**src/rtl/ehl_gray_to_bin.sv**
```systemverilog
// ehl_gray_to_bin: combinational Gray-to-binary converter.
// Each binary bit is the XOR of its own Gray bit and every Gray bit above it.
// This gives the same result as b[i] = b[i+1] ^ g[i], but without a chain of
// one bit feeding the next.
module ehl_gray_to_bin #(
  parameter int unsigned WIDTH = 4
) (
  input  logic [WIDTH-1:0] data_gray,
  output logic [WIDTH-1:0] data_bin
);

  // Prefix-XOR reduction, one output bit per generate iteration
  for (genvar i = 0; i < WIDTH; i++) begin : g_bit
    assign data_bin[i] = ^(data_gray >> i);
  end

endmodule

```
**src/rtl/ehl_gray_counter.sv**
```systemverilog
// ehl_gray_counter: modulo-RANGE up-counter whose only state is a Gray register.
// gcnt is safe to hand across a clock domain; bcnt is its binary decode and is
// used for local address and credit arithmetic. The *_next outputs show the
// value the counter takes at the coming edge, which lets a FIFO compare
// full/empty one cycle early.
module ehl_gray_counter #(
  parameter int unsigned     DEPTH = 4,
  parameter longint unsigned RANGE = 64'd1 << DEPTH
) (
  input  logic             clk,
  input  logic             res,
  input  logic             ena,
  output logic [DEPTH-1:0] gcnt,
  output logic [DEPTH-1:0] bcnt,
  output logic [DEPTH-1:0] gcnt_next,
  output logic [DEPTH-1:0] bcnt_next
);

  // Terminal count and step, both held at counter width so that the
  // comparison and the add need no extension.
  localparam logic [DEPTH-1:0] LAST = DEPTH'(RANGE - 64'd1);
  localparam logic [DEPTH-1:0] STEP = DEPTH'(1);

  if (DEPTH < 1 || DEPTH > 32) begin : g_bad_depth
    $error("ehl_gray_counter: DEPTH must be in 1..32");
  end
  if (RANGE < 2 || RANGE > (64'd1 << DEPTH)) begin : g_bad_range
    $error("ehl_gray_counter: RANGE must be in 2..2**DEPTH");
  end

  logic [DEPTH-1:0] inc;

  // Decode the Gray register. This is the only binary view of the count.
  ehl_gray_to_bin #(
    .WIDTH (DEPTH)
  ) u_g2b (
    .data_gray (gcnt),
    .data_bin  (bcnt)
  );

  // Next-state: the increment wraps at RANGE-1, is held when ena is low, and is
  // re-encoded to Gray. When RANGE is not a power of two, the wrap step can
  // change more than one Gray bit.
  always_comb begin
    inc       = (bcnt == LAST) ? '0 : bcnt + STEP;
    bcnt_next = ena ? inc : bcnt;
    gcnt_next = bcnt_next ^ (bcnt_next >> 1);
  end

  // State register. Reset takes priority over the enable.
  always_ff @(posedge clk) begin
    if (res) gcnt <= '0;
    else     gcnt <= gcnt_next;
  end

endmodule

```
**config.mk**
```make
export PLATFORM = sky130hd
export DESIGN_NAME = ehl_gray_counter
export DESIGN_NICKNAME = d
export VERILOG_FILES = /design/src/rtl/ehl_gray_to_bin.sv /design/src/rtl/ehl_gray_counter.sv
export SDC_FILE = /design/constraint.sdc
export NUM_CORES = 1
export LEC_CHECK = 0
export CAP_MARGIN = 15
export CORE_AREA = 2 2 39 41
export CTS_BUF_LIST = sky130_fd_sc_hd__clkbuf_16
export CTS_CLUSTER_SIZE = 20
export DETAILED_ROUTE_END_ITERATION = 10
export DIE_AREA = 0 0 41 43
export GPL_ROUTABILITY_DRIVEN = 0
export PLACE_DENSITY_LB_ADDON = 0.12
export SYNTH_ARGS = -nofsm -noshare
export SYNTH_HDL_FRONTEND = slang
export SYNTH_SLANG_ARGS = --single-unit
```
**constraint.sdc**
```tcl
create_clock -name clk -period 3.37 [get_ports clk]
set_clock_uncertainty 0.15 [all_clocks]
set_input_delay 0.674 -clock clk [delete_from_list [all_inputs] [get_ports clk]]
set_output_delay 0.674 -clock clk [all_outputs]
set_load 0.01 [all_outputs]
```
==> reports/metrics.csv, run 1 <==
metric;value;unit
largest_register_ffs;4;
setup_viol;0;
setup.worst_path.end_class;output pin;
dpl.hpwl;784;um
outcome;completed;
rsz0062_at_grt;no;
grt_pass1_wl;1.62;mm
holdWs;577;ps
synth.top_cell.area_share;0.182;
regMostFlops;gcnt;
fp.dieH;43;um
critPathMaxFanout;8;
post-route-util;0.544;
drc_errors;0;
final_nets;74;
post-cts-setup-buffer-count;0;
yosysWarnings;0;
grt_usage;0.144;
numPlacedInstances;80;
clk_path_buf_depth;2;
clkSlewWorstSetupHoldPaths;30;ps
grt_max_degree;10;
drtPass1Iterations;3;
min_period;3170;ps
synth_top_cell_by_area;dfxtp_1;
cts_hold_buf;0;
io_buffers;18;
drtAntennaViolNets;0;
syn-num-nets;50;
synth_area_leaders;dfxtp_1, mux2i_4, ha_1, xnor3_2, xor3_1;
hold_viol_final;0;
synthArstFlopShare;0;
dpl_cell_area;652;um2
fill_cells;129;
slew_viol_final;0;
largest_registers;gcnt x4;
startpoint_type;register;
min_path_type;reg2reg;
ys.flop_type;dfxtp_1;
layout_common_cells;clkdlybuf4s50_1, buf_4, inv_1, dlymetal6s2s_1;
multiInputGateArea;328;um2
synth_edf_count;0;
period_share;0.940;
dieArea;1760;um2
cts_resized;4;
layout_commonest_cell;clkdlybuf4s50_1;
gr-total-overflow;0;
max-cap-violations;0;
areaGrowthSynthToFinish;71.5;%
num_io_pins;19;
drive_gt1_frac;0.239;
cts_buffers;3;
avgSynthCellArea;9.76;um2
clockRootBuffer;clkbuf_16;
design_area;753;um2
drt-total-wl;1.03;mm
worstMarginPinSlew;334;ps
crit_required;2550;ps
diodes;0;
worst-setup-path-type;reg2out;
cts_tree;built;
drtIter0Drc;5;
post_drt_wl_per_cell;12.4;um
rows;14;
fmax;316;MHz
synth_seq_area_share;0.182;
core-area;1380;um2
post_synth_num_cell_types;31;
synthCells;45;
num_vias;404;
die_width;41;um
ys_ff_latch;4;
fin_cells;83;
viasPerCell;4.87;
start_util;0.317;
htreeDepth;1;
grt_pass1_vias;364;
antenna_found_initial;0;
seq_area;81.3;um2
relSlewSlack;0.777;
worstPathArrival;2340;ps
syn_area;439;um2
clkLatencyLatePin;220;ps
clkSinkCount;4;
cells by family after synthesis:
logic type	count (synthesis)	share of synthesized area
buf+inv	9	0.108
mux	2	0.103
fa+ha+maj	2	0.0570
xor+xnor	5	0.199
flops	4	0.182
compound gates	10	0.168
simple gates	13	0.182
worst paths after layout:
| path | start | to | slack, ps | depth (start not counted) |
|---|---|---|---|---|
| worst min register to register | gcnt[3] | gcnt[3] | 580 | 3 |
| worst min-delay path | gcnt[3] | gcnt[3] | 580 | 3 |
| worst max-delay path | gcnt[1] | bcnt_next[0] | 200 | 5 |
| worst max register to register | gcnt[1] | gcnt[1] | 1270 | 6 |
critical path, cell delays in order, from the launching register on:
cell and delay (ps):
dfxtp_1 500, xnor3_2 470, ha_4 210, a21bo_2 230
mux2i_4 150, clkdlybuf4s50_1 560
synthesized netlist by cell type (2+ instances only):
cell type  count
a21oi_1        2
buf_2          2
buf_4          3
dfxtp_1        4
ha_1           2
inv_1          4
mux2i_4        2
nand2_1        2
nor2b_1        2
metal layers:
| layer | wire [um] | GRT usage | vias to the layer above | share of wire |
|---|---|---|---|---|
| li1 | - | - | 204 | - |
| met4 | 26 | 0.120 | 0 | 0.025 |
| met3 | 65 | 0.0524 | 2 | 0.063 |
| met1 | 439 | 0.167 | 182 | 0.43 |
| met2 | 500 | 0.200 | 16 | 0.48 |
| met5 | 0 | 0 | - | 0 |
area by class of cell:
| type | count | share of cell area |
|---|---|---|
| timing repair buffer | 24 | 0.311 |
| sequential | 4 | 0.108 |
| inverter | 4 | 0.0199 |
| clock buffer | 3 | 0.0997 |
| multi-input combinational | 32 | 0.435 |
| tap | 16 | 0.0266 |
per-stage QoR:
stage          TNS (ps)  setup WS [ps]
6_report              0            203
5_1_grt               0           96.3
4_1_cts               0           4.30
3_5_place_dp      -18.2          -18.2
3_3_place_gp      -8.85          -8.85
2_1_floorplan         0            488
Power of run 1 is not shown: default switching activity piles up to over one toggle a cycle in this logic, so the estimate is an artifact.
==> run 2, diff against run 1 <==
--- a/config.mk
+++ b/config.mk
@@ -6,11 +6,10 @@
 export NUM_CORES = 1
 export LEC_CHECK = 0
 export CAP_MARGIN = 15
-export CORE_AREA = 2 2 39 41
+export CORE_UTILIZATION = 25
 export CTS_BUF_LIST = sky130_fd_sc_hd__clkbuf_16
 export CTS_CLUSTER_SIZE = 20
 export DETAILED_ROUTE_END_ITERATION = 10
-export DIE_AREA = 0 0 41 43
 export GPL_ROUTABILITY_DRIVEN = 0
 export PLACE_DENSITY_LB_ADDON = 0.12
 export SYNTH_ARGS = -nofsm -noshare
==> run 2 against run 1 <==
Net effect:
- routed wire length is 2.0% higher
- critical path type unchanged
- critical path depth is 4 higher
- cell count is 7.2% higher
- global-route usage is 1.8 points lower
- worst setup slack worse by 56 ps
- hold slack worse by 3.0 ps
- register-to-register slack worse by 60 ps
- die area is 9.4% higher
- first-iteration DRC count is 20% higher
==> reports/metrics.csv, run 2 (synthesized netlist as in run 1, its figures left out) <==
metric;value;unit;change
fin_cells;89;;was 83
grt_pass1_wl;1.77;mm;was 1.62 mm
io_buffers;18;;unchanged
rows;14;;unchanged
min_period;3220;ps;was 3170 ps
cts_buffers;3;;unchanged
core-area;1580;um2;was 1380 um2
grt_pass1_vias;390;;was 364
worstPathArrival;2400;ps;was 2340 ps
layout_common_cells;clkdlybuf4s50_1, buf_4, inv_1, clkbuf_16, dfxtp_1;;was clkdlybuf4s50_1, buf_4, inv_1, dlymetal6s2s_1
drtAntennaViolNets;0;;unchanged
design_area;792;um2;was 753 um2
drtPass1Iterations;6;;was 3
regMostFlops;gcnt;;unchanged
worst-setup-path-type;reg2out;;unchanged
dpl_cell_area;697;um2;was 652 um2
relSlewSlack;0.859;;was 0.777
dieArea;1930;um2;was 1760 um2
antenna_found_initial;0;;unchanged
setup.worst_path.end_class;output pin;;unchanged
clkSlewWorstSetupHoldPaths;30;ps;about the same
start_util;0.279;;was 0.317
post_drt_wl_per_cell;11.8;um;was 12.4 um
rsz0062_at_grt;no;;unchanged
fmax;310;MHz;was 316 MHz
clk_path_buf_depth;2;;unchanged
htreeDepth;1;;unchanged
gr-total-overflow;0;;unchanged
num_vias;422;;was 404
hold_viol_final;0;;unchanged
slew_viol_final;0;;unchanged
layout_commonest_cell;clkdlybuf4s50_1;;unchanged
diodes;0;;unchanged
fp.dieH;43.9;um;was 43 um
critPathMaxFanout;7;;was 8
drt-total-wl;1.05;mm;was 1.03 mm
viasPerCell;4.74;;was 4.87
grt_usage;0.126;;was 0.144
final_nets;80;;was 74
cts_tree;built;;unchanged
grt_max_degree;8;;was 10
fin_tns_setup;0;ps;unchanged
numPlacedInstances;86;;was 80
clkSinkCount;4;;unchanged
period_share;0.956;;was 0.940
setup_viol;0;;unchanged
max-cap-violations;0;;unchanged
clkLatencyLatePin;220;ps;about the same
post-route-util;0.502;;was 0.544
crit_required;2550;ps;about the same
drc_errors;0;;unchanged
fill_cells;154;;was 129
outcome;completed;;unchanged
areaGrowthSynthToFinish;80.3;%;was 71.5%
clockRootBuffer;clkbuf_16;;unchanged
num_io_pins;19;;unchanged
die_width;43.9;um;was 41 um
drive_gt1_frac;0.329;;was 0.239
largest_registers;gcnt x4;;unchanged
drtIter0Drc;6;;was 5
largest_register_ffs;4;;unchanged
startpoint_type;register;;unchanged
min_path_type;reg2reg;;unchanged
worstMarginPinSlew;208;ps;was 334 ps
-- run 2: changes by cell type in the layout (fill, tap and decap cells not counted), sizes merged --
cell           delta
buf               +6
clkdlybuf4s50     +1
dlygate4sd2       +1
dlymetal6s2s      -2
-- run 2: path summary, 6_finish.rpt --
kind | from | to | slack, ps | depth (start not counted)
setup / recovery | gcnt[2] | bcnt_next[3] | 150 | 9
setup reg to reg | gcnt[2] | gcnt[0] | 1210 | 9
hold / removal | gcnt[3] | gcnt[3] | 570 | 3
hold reg to reg | gcnt[3] | gcnt[3] | 570 | 3
-- run 2: layer usage --
| metal | track usage | vias to the layer above | share of wire |
|---|---|---|---|
| li1 | - | 219 | - |
| met1 | 0.177 | 180 | 0.47 |
| met2 | 0.185 | 21 | 0.43 |
| met3 | 0.0292 | 2 | 0.080 |
| met4 | 0.0545 | 0 | 0.018 |
| met5 | 0 | - | 0 |
-- run 2: final cells by class --
cell class,instances,area [um2],area share
Clock buffer,3,75.1,0.0948
Inverter,4,15.0,0.0190
Multi-Input combinational cell,32,328,0.414
Sequential cell,4,81.3,0.103
Tap cell,16,20.0,0.0253
Timing Repair Buffer,30,273,0.344
-- run 2: critical path, cell delays in order, from the launching register on --
cell	delay, ps
dfxtp_1	320
inv_1	40
ha_1	300
buf_4	170
nand2b_1	150
buf_4	130
o21bai_1	170
nand3_1	130
a31oi_2	200
clkdlybuf4s50_1	570
-- run 2: what timing repair did --
item,4_1_cts,5_1_grt
endpoints found under the setup margin,2,5
cloned,0,0
resized for setup,3,6
hold buffers,0,0
buffers inserted,0,0
-- run 2: through the flow --
step / hold WS, ps / worst slack [ps]
final: 574 / 148
after CTS: 590 / 18.3
after detailed placement: 590 / -49.2
after floorplan: 573 / 488
after global placement: 595 / -41.8
after global routing: 606 / 39.6
Power of run 2 is left out for the same reason.
==> run 3, diff against run 2 <==
--- a/config.mk
+++ b/config.mk
@@ -12,6 +12,7 @@
 export DETAILED_ROUTE_END_ITERATION = 10
 export GPL_ROUTABILITY_DRIVEN = 0
 export PLACE_DENSITY_LB_ADDON = 0.12
+export REMOVE_ABC_BUFFERS = 1
 export SYNTH_ARGS = -nofsm -noshare
 export SYNTH_HDL_FRONTEND = slang
 export SYNTH_SLANG_ARGS = --single-unit
==> run 3 against run 2 <==
Net effect:
- first-iteration DRC count down 33%
- via count rose by 0.71%
- die area unchanged
- routed wire length down 0.19%
- critical path depth fell by 4
==> reports/metrics.csv, run 3 (synthesized netlist as in run 1, its figures left out) <==
metric;value;unit;change
grt_pass1_wl;1.79;mm;was 1.77 mm
core-area;1580;um2;unchanged
grt_max_degree;9;;was 8
worstMarginPinSlew;341;ps;was 208 ps
startpoint_type;register;;unchanged
fmax;312;MHz;was 310 MHz
worst-setup-path-type;reg2out;;unchanged
hold_viol_final;0;;unchanged
drtAntennaViolNets;0;;unchanged
layout_common_cells;clkdlybuf4s50_1, buf_4, inv_1;;was clkdlybuf4s50_1, buf_4, inv_1, clkbuf_16, dfxtp_1
final_nets;78;;was 80
dpl.hpwl;783;um;
areaGrowthSynthToFinish;77.5;%;was 80.3%
crit_end;bcnt_next[0];;was bcnt_next[3]
htreeDepth;1;;unchanged
period_share;0.952;;was 0.956
gr-total-overflow;0;;unchanged
grt_usage;0.125;;was 0.126
fp.dieH;43.9;um;unchanged
fill_cells;152;;was 154
setup.worst_path.end_class;output pin;;unchanged
layout_commonest_cell;clkdlybuf4s50_1;;unchanged
largest_registers;gcnt x4;;unchanged
cts_hold_buf;0;;unchanged
die_width;43.9;um;unchanged
timing.rr.end;gcnt[2];;was gcnt[0]
clockRootBuffer;clkbuf_16;;unchanged
cts_buffers;3;;unchanged
diodes;0;;unchanged
grt_pass1_vias;396;;was 390
min_path_type;reg2reg;;unchanged
seq_area;81.3;um2;unchanged
clkLatencyLatePin;220;ps;about the same
drt-total-wl;1.05;mm;about the same
clkSlewWorstSetupHoldPaths;30;ps;about the same
hold_start;gcnt[2];;was gcnt[3]
clkSinkCount;4;;unchanged
r2r_setup_slack;1180;ps;was 1210 ps
startpoint;gcnt[1];;was gcnt[2]
min_period;3210;ps;was 3220 ps
post_drt_wl_per_cell;12.1;um;was 11.8 um
multiInputGateArea;328;um2;unchanged
r2r_start;gcnt[2];;unchanged
critPathMaxFanout;8;;was 7
largest_register_ffs;4;;unchanged
clk_path_buf_depth;2;;unchanged
crit_required;2550;ps;about the same
slew_viol_final;0;;unchanged
antenna_found_initial;0;;unchanged
drtIter0Drc;4;;was 6
max-cap-violations;0;;unchanged
drive_gt1_frac;0.310;;was 0.329
dieArea;1930;um2;unchanged
io_buffers;18;;unchanged
num_vias;425;;was 422
viasPerCell;4.89;;was 4.74
rsz0062_at_grt;no;;unchanged
setup_viol;0;;unchanged
outcome;completed;;unchanged
reg2regPathDepth;8;;was 9
rows;14;;unchanged
start_util;0.279;;unchanged
drc_errors;0;;unchanged
drtPass1Iterations;6;;unchanged
relSlewSlack;0.772;;was 0.859
worstPathArrival;2380;ps;was 2400 ps
fin_tns_setup;0;ps;unchanged
regMostFlops;gcnt;;unchanged
num_io_pins;19;;unchanged
cts_tree;built;;unchanged
## run 3: cell count changes in the layout (fill, tap and decap cells not counted), sizes merged
cell,change
buf,-2
dlymetal6s2s,+1
clkdlybuf4s50,-1
## run 3: what timing repair did
item                                    in CTS  in global routing
gates cloned                                 0                  0
resized for setup                            7                  3
endpoints found under the setup margin       5                  3
buffers inserted                             0                  0
## run 3: final cells by class
class	instances	share of cell area
multi-input cells	32	0.421
repair buffers	28	0.334
flip-flops and latches	4	0.104
clock buffers	3	0.0963
well taps	16	0.0257
inverters	4	0.0193
## run 3: worst min-delay path by stage
stage | to | cells past startpoint
after CTS | gcnt[3] | 3
after global routing | gcnt[3] | 3
final | gcnt[3] | 3
after detailed placement | gcnt[3] | 3
after floorplan | gcnt[3] | 3
after global placement | gcnt[3] | 3
## run 3: critical path: stages, from the launching register on
cell	delay, ps
dfxtp_1	510
xnor3_2	460
ha_2	240
a21bo_2	240
mux2i_4	150
clkdlybuf4s50_1	560
## run 3: metal layers
| layer | track usage | share of wire | up-vias |
|---|---|---|---|
| li1 | - | - | 213 |
| met1 | 0.157 | 0.47 | 191 |
| met2 | 0.212 | 0.45 | 19 |
| met3 | 0.0167 | 0.059 | 2 |
| met4 | 0.0545 | 0.015 | 0 |
| met5 | 0 | 0 | - |
## run 3: metrics by stage
stage,std cells,worst slack [ps],hold WS (ps),utilization,instance area [um2]
after CTS,87,3.75,607,0.490,772
after global placement,84,-30.0,592,0.433,682
after detailed placement,84,-33.1,593,0.433,682
final,87,162,610,0.494,779
after floorplan,40,500,574,-,407
after global routing,87,27.6,667,0.494,779
Power of run 3 is left out for the same reason.
